### src/rtl/fifo_cdc_pkg.sv
// Shared types and constants for the dual-clock FIFO read side.
// FIFO_FWFT_EN selects a first-word-fall-through FIFO (read latency 0).
package fifo_cdc_pkg;

    typedef enum logic [1:0] {
        OCC_EMPTY = 2'd0,
        OCC_ONE   = 2'd1,
        OCC_TWO   = 2'd2
    } occ_e;

    localparam int DATA_W_DEF = 8;

`ifdef FIFO_FWFT_EN
    localparam int RD_LAT = 0;
`else
    localparam int RD_LAT = 1;
`endif

    function automatic logic [2:0] occ_cnt(input occ_e o);
        return {1'b0, o};
    endfunction

endpackage

### src/rtl/fifo_rd_stream_if.sv
// Valid/ready stream carrying drained FIFO words downstream.
// master drives valid/data, slave drives ready.
interface fifo_rd_stream_if
    import fifo_cdc_pkg::*;
#(
    parameter int DATA_W = DATA_W_DEF
) ();

    logic              m_valid;
    logic [DATA_W-1:0] m_data;
    logic              m_ready;

    modport master (output m_valid, output m_data, input m_ready);
    modport slave  (input m_valid, input m_data, output m_ready);

endinterface

### src/rtl/fifo_rd_skid.sv
// Two-entry ordered buffer: head is the registered output word.
// Caller guarantees no push into a full buffer without a pop.
module fifo_rd_skid
    import fifo_cdc_pkg::*;
#(
    parameter int DATA_W = DATA_W_DEF
) (
    input  logic              clk,
    input  logic              rst_n,
    input  logic              push,
    input  logic              pop,
    input  logic [DATA_W-1:0] din,
    output occ_e              occ,
    output logic [DATA_W-1:0] head
);

    logic [DATA_W-1:0] tail;
    occ_e              occ_nxt;

    // Occupancy next state: +push -pop, unchanged when both or neither.
    always_comb begin
        occ_nxt = occ;
        unique case (1'b1)
            push && !pop: occ_nxt = (occ == OCC_EMPTY) ? OCC_ONE : OCC_TWO;
            pop && !push: occ_nxt = (occ == OCC_TWO) ? OCC_ONE : OCC_EMPTY;
            default: ;
        endcase
    end

    // Occupancy state register.
    always_ff @(posedge clk or negedge rst_n) begin
        if (!rst_n) occ <= OCC_EMPTY;
        else        occ <= occ_nxt;
    end

    // Entry storage; head only moves on pop so it stays stable while held.
    always_ff @(posedge clk or negedge rst_n) begin
        if (!rst_n) begin
            head <= '0;
            tail <= '0;
        end else begin
            unique case (occ)
                OCC_EMPTY: begin
                    if (push) head <= din;
                end
                OCC_ONE: begin
                    if (push && pop) head <= din;
                    else if (push)   tail <= din;
                end
                OCC_TWO: begin
                    if (pop) begin
                        head <= tail;
                        if (push) tail <= din;
                    end
                end
                default: ;
            endcase
        end
    end

endmodule

### src/rtl/fifo_rd_stream.sv
// Read-domain drain controller: FIFO read port to valid/ready stream.
// FIFO_FWFT_EN (via fifo_cdc_pkg::RD_LAT) selects a FWFT FIFO.
module fifo_rd_stream
    import fifo_cdc_pkg::*;
#(
    parameter int DATA_W = DATA_W_DEF,
    parameter int CNT_W  = 16
) (
    input  logic              rd_clk,
    input  logic              rst_n,
    input  logic              fifo_empty,
    input  logic [DATA_W-1:0] fifo_dout,
    output logic              fifo_rd_en,
    fifo_rd_stream_if.master  strm,
    output logic [CNT_W-1:0]  word_cnt,
    output logic              underflow_err
);

    occ_e              occ;
    logic              inflight;
    logic              push;
    logic              pop;
    logic [2:0]        held;
    logic [DATA_W-1:0] head;

    assign pop  = strm.m_valid && strm.m_ready;

    // Words owned after this cycle: buffered plus returning, minus leaving.
    assign held = occ_cnt(occ) + {2'b0, inflight} - {2'b0, pop};

    assign fifo_rd_en = rst_n && !fifo_empty && (held < 3'd2);

    assign strm.m_valid = (occ != OCC_EMPTY);
    assign strm.m_data  = head;

    if (RD_LAT == 0) begin : g_fwft
        assign inflight = 1'b0;
        assign push     = fifo_rd_en;
    end else begin : g_std
        // A read issued this cycle returns fifo_dout on the next one.
        always_ff @(posedge rd_clk or negedge rst_n) begin
            if (!rst_n) inflight <= 1'b0;
            else        inflight <= fifo_rd_en;
        end
        assign push = inflight;
    end

    fifo_rd_skid #(
        .DATA_W (DATA_W)
    ) u_skid (
        .clk   (rd_clk),
        .rst_n (rst_n),
        .push  (push),
        .pop   (pop),
        .din   (fifo_dout),
        .occ   (occ),
        .head  (head)
    );

    // Delivered-word counter, wraps naturally.
    always_ff @(posedge rd_clk or negedge rst_n) begin
        if (!rst_n)   word_cnt <= '0;
        else if (pop) word_cnt <= word_cnt + CNT_W'(1);
    end

    // Sticky flag for a read issued against an empty FIFO.
    always_ff @(posedge rd_clk or negedge rst_n) begin
        if (!rst_n)                        underflow_err <= 1'b0;
        else if (fifo_rd_en && fifo_empty) underflow_err <= 1'b1;
    end

endmodule
### src/flat_wrapper.sv
// flat-port wrapper written by rule: the top's interface ports become plain ports
module fifo_rd_stream_flat import fifo_cdc_pkg::*;
#(
    parameter int DATA_W = DATA_W_DEF,
    parameter int CNT_W  = 16
)
  (rd_clk, rst_n, fifo_empty, fifo_dout, fifo_rd_en, word_cnt, underflow_err, strm_m_valid, strm_m_data, strm_m_ready);
  fifo_rd_stream_if #(.DATA_W(DATA_W)) strm_i ();
  input  logic rd_clk;
  input  logic rst_n;
  input  logic fifo_empty;
  input  logic [DATA_W-1:0] fifo_dout;
  output logic fifo_rd_en;
  output logic [CNT_W-1:0] word_cnt;
  output logic underflow_err;
  output wire logic [$bits(strm_i.m_valid)-1:0] strm_m_valid;
  output wire logic [$bits(strm_i.m_data)-1:0] strm_m_data;
  input wire logic [$bits(strm_i.m_ready)-1:0] strm_m_ready;
  assign strm_m_valid = strm_i.m_valid;
  assign strm_m_data = strm_i.m_data;
  assign strm_i.m_ready = strm_m_ready;
  fifo_rd_stream #(.DATA_W(DATA_W), .CNT_W(CNT_W)) u_core (.rd_clk(rd_clk), .rst_n(rst_n), .fifo_empty(fifo_empty), .fifo_dout(fifo_dout), .fifo_rd_en(fifo_rd_en), .strm(strm_i), .word_cnt(word_cnt), .underflow_err(underflow_err));
endmodule
### config.mk
export PLATFORM = sky130hd
export DESIGN_NAME = fifo_rd_stream_flat
export DESIGN_NICKNAME = d
export VERILOG_FILES = /design/src/rtl/fifo_cdc_pkg.sv /design/src/rtl/fifo_rd_stream_if.sv /design/src/rtl/fifo_rd_skid.sv /design/src/rtl/fifo_rd_stream.sv /design/src/flat_wrapper.sv
export SDC_FILE = /design/constraint.sdc
export NUM_CORES = 1
export LEC_CHECK = 0
export ABC_AREA = 1
export ABC_CLOCK_PERIOD_IN_PS = 4900
export CORE_MARGIN = 2
export CORE_UTILIZATION = 30
export CTS_BUF_LIST = sky130_fd_sc_hd__clkbuf_2
export DETAILED_ROUTE_END_ITERATION = 10
export GPL_TIMING_DRIVEN = 1
export MAX_ROUTING_LAYER = met4
export SLEW_MARGIN = 20
export SYNTH_ARGS = -nofsm -noshare
export SYNTH_HDL_FRONTEND = slang
export SYNTH_SLANG_ARGS = --single-unit
### constraint.sdc
create_clock -name rd_clk -period 4.9 [get_ports rd_clk]
set_input_delay 0.98 -clock rd_clk [delete_from_list [all_inputs] [get_ports rd_clk]]
set_output_delay 0.98 -clock rd_clk [all_outputs]
set_load 0.01 [all_outputs]
==> flow_metrics.env, run 1 <==
export IMPL_cts_max_level=2
export IMPL_first_pass_iters=4
export IMPL_grt_max_degree=37
export IMPL_max_freq_ghz=0.229
export IMPL_finalNetCount=273
export IMPL_internal_power_w=0.000692
export IMPL_place_hpwl_um=2790
export IMPL_synth_area_um2=1910
export IMPL_setup_ws_ns=0.540
export IMPL_slew_headroom=0.682
export IMPL_cts_clk_slew_worst_paths_ns=0.18
export IMPL_yosysWarnings=0
export IMPL_grt_busiest_layer="met2"
export IMPL_rsz0062_at_grt="no"
export IMPL_syn_num_nets=229
export IMPL_seqPwrFrac=0.402
export IMPL_ys_ff_latch=36
export IMPL_slowest_delay_ns=0.57
export IMPL_num_rows=29
export IMPL_postRouteAntennaNets=0
export IMPL_finalHoldViolations=0
export IMPL_insertedDiodeCount=0
export IMPL_mostFrequentLayoutCell="nand2_1"
export IMPL_die_x_um=83.8
export IMPL_viasPerCell=4.33
export IMPL_postSynth_asyncResetShare=1.00
export IMPL_required_ns=3.92
export IMPL_synth_cell_types=31
export IMPL_area_growth_pct=26.0
export IMPL_cts_tree="done"
export IMPL_numCtsBuffers=5
export IMPL_status="finished, final reports clean"
export IMPL_drive_gt1_frac=0.175
export IMPL_grt_pass1_wl_um=6900
export IMPL_p_switching_w=0.000497
export IMPL_start_util=0.306
export IMPL_dieHeight_um=83.8
export IMPL_grt_pass1_vias=1409
export IMPL_clock_latency_ns=0.37
export IMPL_met1_usage=0.161
export IMPL_power_density_nw_per_um2=494
export IMPL_critical_path_class="input port to primary output"
export IMPL_yosysSeqAreaShare=0.472
export IMPL_core_um2=6240
export IMPL_pin_count=39
export IMPL_start_kind="input port"
export IMPL_end_kind="primary output"
export IMPL_arrival_ns=3.38
export IMPL_slew_viol_final=0
export IMPL_dieArea_um2=7020
export IMPL_drc_errors=0
export IMPL_grt_use_met2=0.195
export IMPL_gr_usage_met3=0.0247
export IMPL_ir_drop_mv=0.215
export IMPL_cts_path_max_buffers=2
export IMPL_antenna_found_initial=0
export IMPL_post_cts_setup_buffers=0
export IMPL_synth_cells=213
export IMPL_drv_cap=0
export IMPL_vias=1445
export IMPL_p_clk_frac=0.107
export IMPL_hold_buffers=0
export IMPL_routabilityCongestion=0.837
export IMPL_power_frac_comb=0.491
export IMPL_drtIter0Drc=62
export IMPL_switching_share=0.418
export IMPL_port_buffers=38
export IMPL_holdCritPathClass="flip-flop to flip-flop"
export IMPL_fin_setup_tns_ns=0
export IMPL_wl_um=3810
export IMPL_fin_crit_sh=0.890
export IMPL_path_cells="clkdlybuf4s50_1, inv_2, nor2_4, ha_1, inv_1, nand2_1, fa_1, nand2_1, nor3_1, clkdlybuf4s50_1"
export IMPL_wl_per_cell_um=11.4
export IMPL_worstMarginPinSlew_ns=0.477
export IMPL_dominantRegCellSynth="dfrtp_1"
export IMPL_final_cell_mix="nand2_1 (59), clkdlybuf4s50_1 (37), dfrtp_1 (36)"
export IMPL_track_usage=0.125
export IMPL_worst_path_buf_inv=4
export IMPL_p_leak_nw=1.20
export IMPL_synth_edf_count=0
export IMPL_pre_cts_slack_ns=0.551
export IMPL_worst_path_max_fanout=4
export IMPL_fin_skew_ns=0.0130
export IMPL_cts_root_buf="clkbuf_2"
export IMPL_crit_family="buffers and inverters"
export IMPL_finalSetupViolations=0
export IMPL_clock_sinks=36
export IMPL_synth_area_per_cell_um2=8.96
export IMPL_post_route_min_period_ns=4.36
export IMPL_post_cts_resized=0
export IMPL_grt_ovfl_total=0
export IMPL_crit_slowest_cell="clkdlybuf4s50_1"
==> routing by layer <==
metal	vias up	wire length (µm)
met5	-	0
met1	664	1850
met3	2	103
met2	21	1820
met4	0	35
li1	758	-
==> state kept, by name (all words and copies together) (netlist names) <==
signal                cells
u_core.inflight           1
u_core.u_skid.occ         2
u_core.u_skid.tail        8
u_core.word_cnt          16
u_core.u_skid.head        8
u_core.underflow_err      1
==> cell type report <==
class / instances / area, µm²
Inverter: 29 / 109
Sequential cell: 36 / 901
Timing Repair Buffer: 41 / 398
Tap cell: 77 / 96.3
Fill cell: 641 / 3840
Clock buffer: 5 / 25.0
Clock inverter: 2 / 7.51
Multi-Input combinational cell: 144 / 868
==> cell usage after synthesis, types with 2 or more instances <==
cell / n / share of area
nand4_1: 2 / 0.0066
buf_6: 2 / 0.012
nand3_1: 9 / 0.024
dfrtp_1: 36 / 0.47
nor2_2: 3 / 0.0098
nand2_2: 7 / 0.023
o21ai_1: 6 / 0.016
inv_2: 4 / 0.0079
o21ai_2: 9 / 0.041
nand2_4: 4 / 0.024
nor2_1: 6 / 0.012
xor2_1: 6 / 0.028
inv_1: 25 / 0.049
nand2_1: 59 / 0.12
o21ai_0: 8 / 0.021
nor3_1: 6 / 0.016
nor2_8: 2 / 0.021
ha_1: 3 / 0.020
nor2_4: 3 / 0.018
xnor2_1: 2 / 0.0092
==> cells by family (layout without fill, tap and decap cells) <==
kind of cell,Yosys count,in the layout,share of synthesized area
compound gates,27,27,0.0931
simple gates,104,104,0.286
fa+ha+maj,4,4,0.0301
xor+xnor,9,9,0.0452
flops,36,36,0.472
buf+inv,33,77,0.0734
==> metrics by stage <==
stage                     cells  hold slack (ns)  cell area, µm²  total power (W)  utilization
after CTS                   334            0.410            2400          0.00121        0.385
after floorplan             213            0.450            1910         0.000876            -
after detailed placement    327            0.367            2370          0.00108        0.380
final                       334            0.402            2400          0.00119        0.385
after global placement      327            0.364            2370          0.00107        0.380
after global routing        334            0.433            2400          0.00131        0.385
==> power groups by stage <==
stage	combinational [W]	clock (W)	sequential, W
global route	0.000668	0.000148	0.000493
global placement	0.000582	0	0.000483
CTS	0.000599	0.000136	0.000479
finish	0.000584	0.000127	0.000478
floorplan	0.000379	0	0.000497
detailed placement	0.000597	0	0.000484
==> final timing paths <==
kind | end | from | depth (start not counted) | slack [ns]
worst max-delay path | fifo_rd_en | strm_m_ready | 10 | 0.54
worst min-delay path | u_core.underflow_err | u_core.underflow_err | 0 | 0.40
worst max register to register | u_core.inflight | u_core.u_skid.occ[1] | 8 | 2.77
worst min register to register | u_core.underflow_err | u_core.underflow_err | 0 | 0.40
max in group asynchronous | u_core.word_cnt[5] | rst_n | 2 | 3.87
min in group asynchronous | u_core.u_skid.tail[7] | rst_n | 2 | 0.69
No activity file was read; power rests on OpenSTA's default activity.
==> run 2, diff against run 1 <==
- CAP_MARGIN: not set -> 20
==> results of run 2 <==
No change in the layout: final DEF, timing and power equal those of run 1.
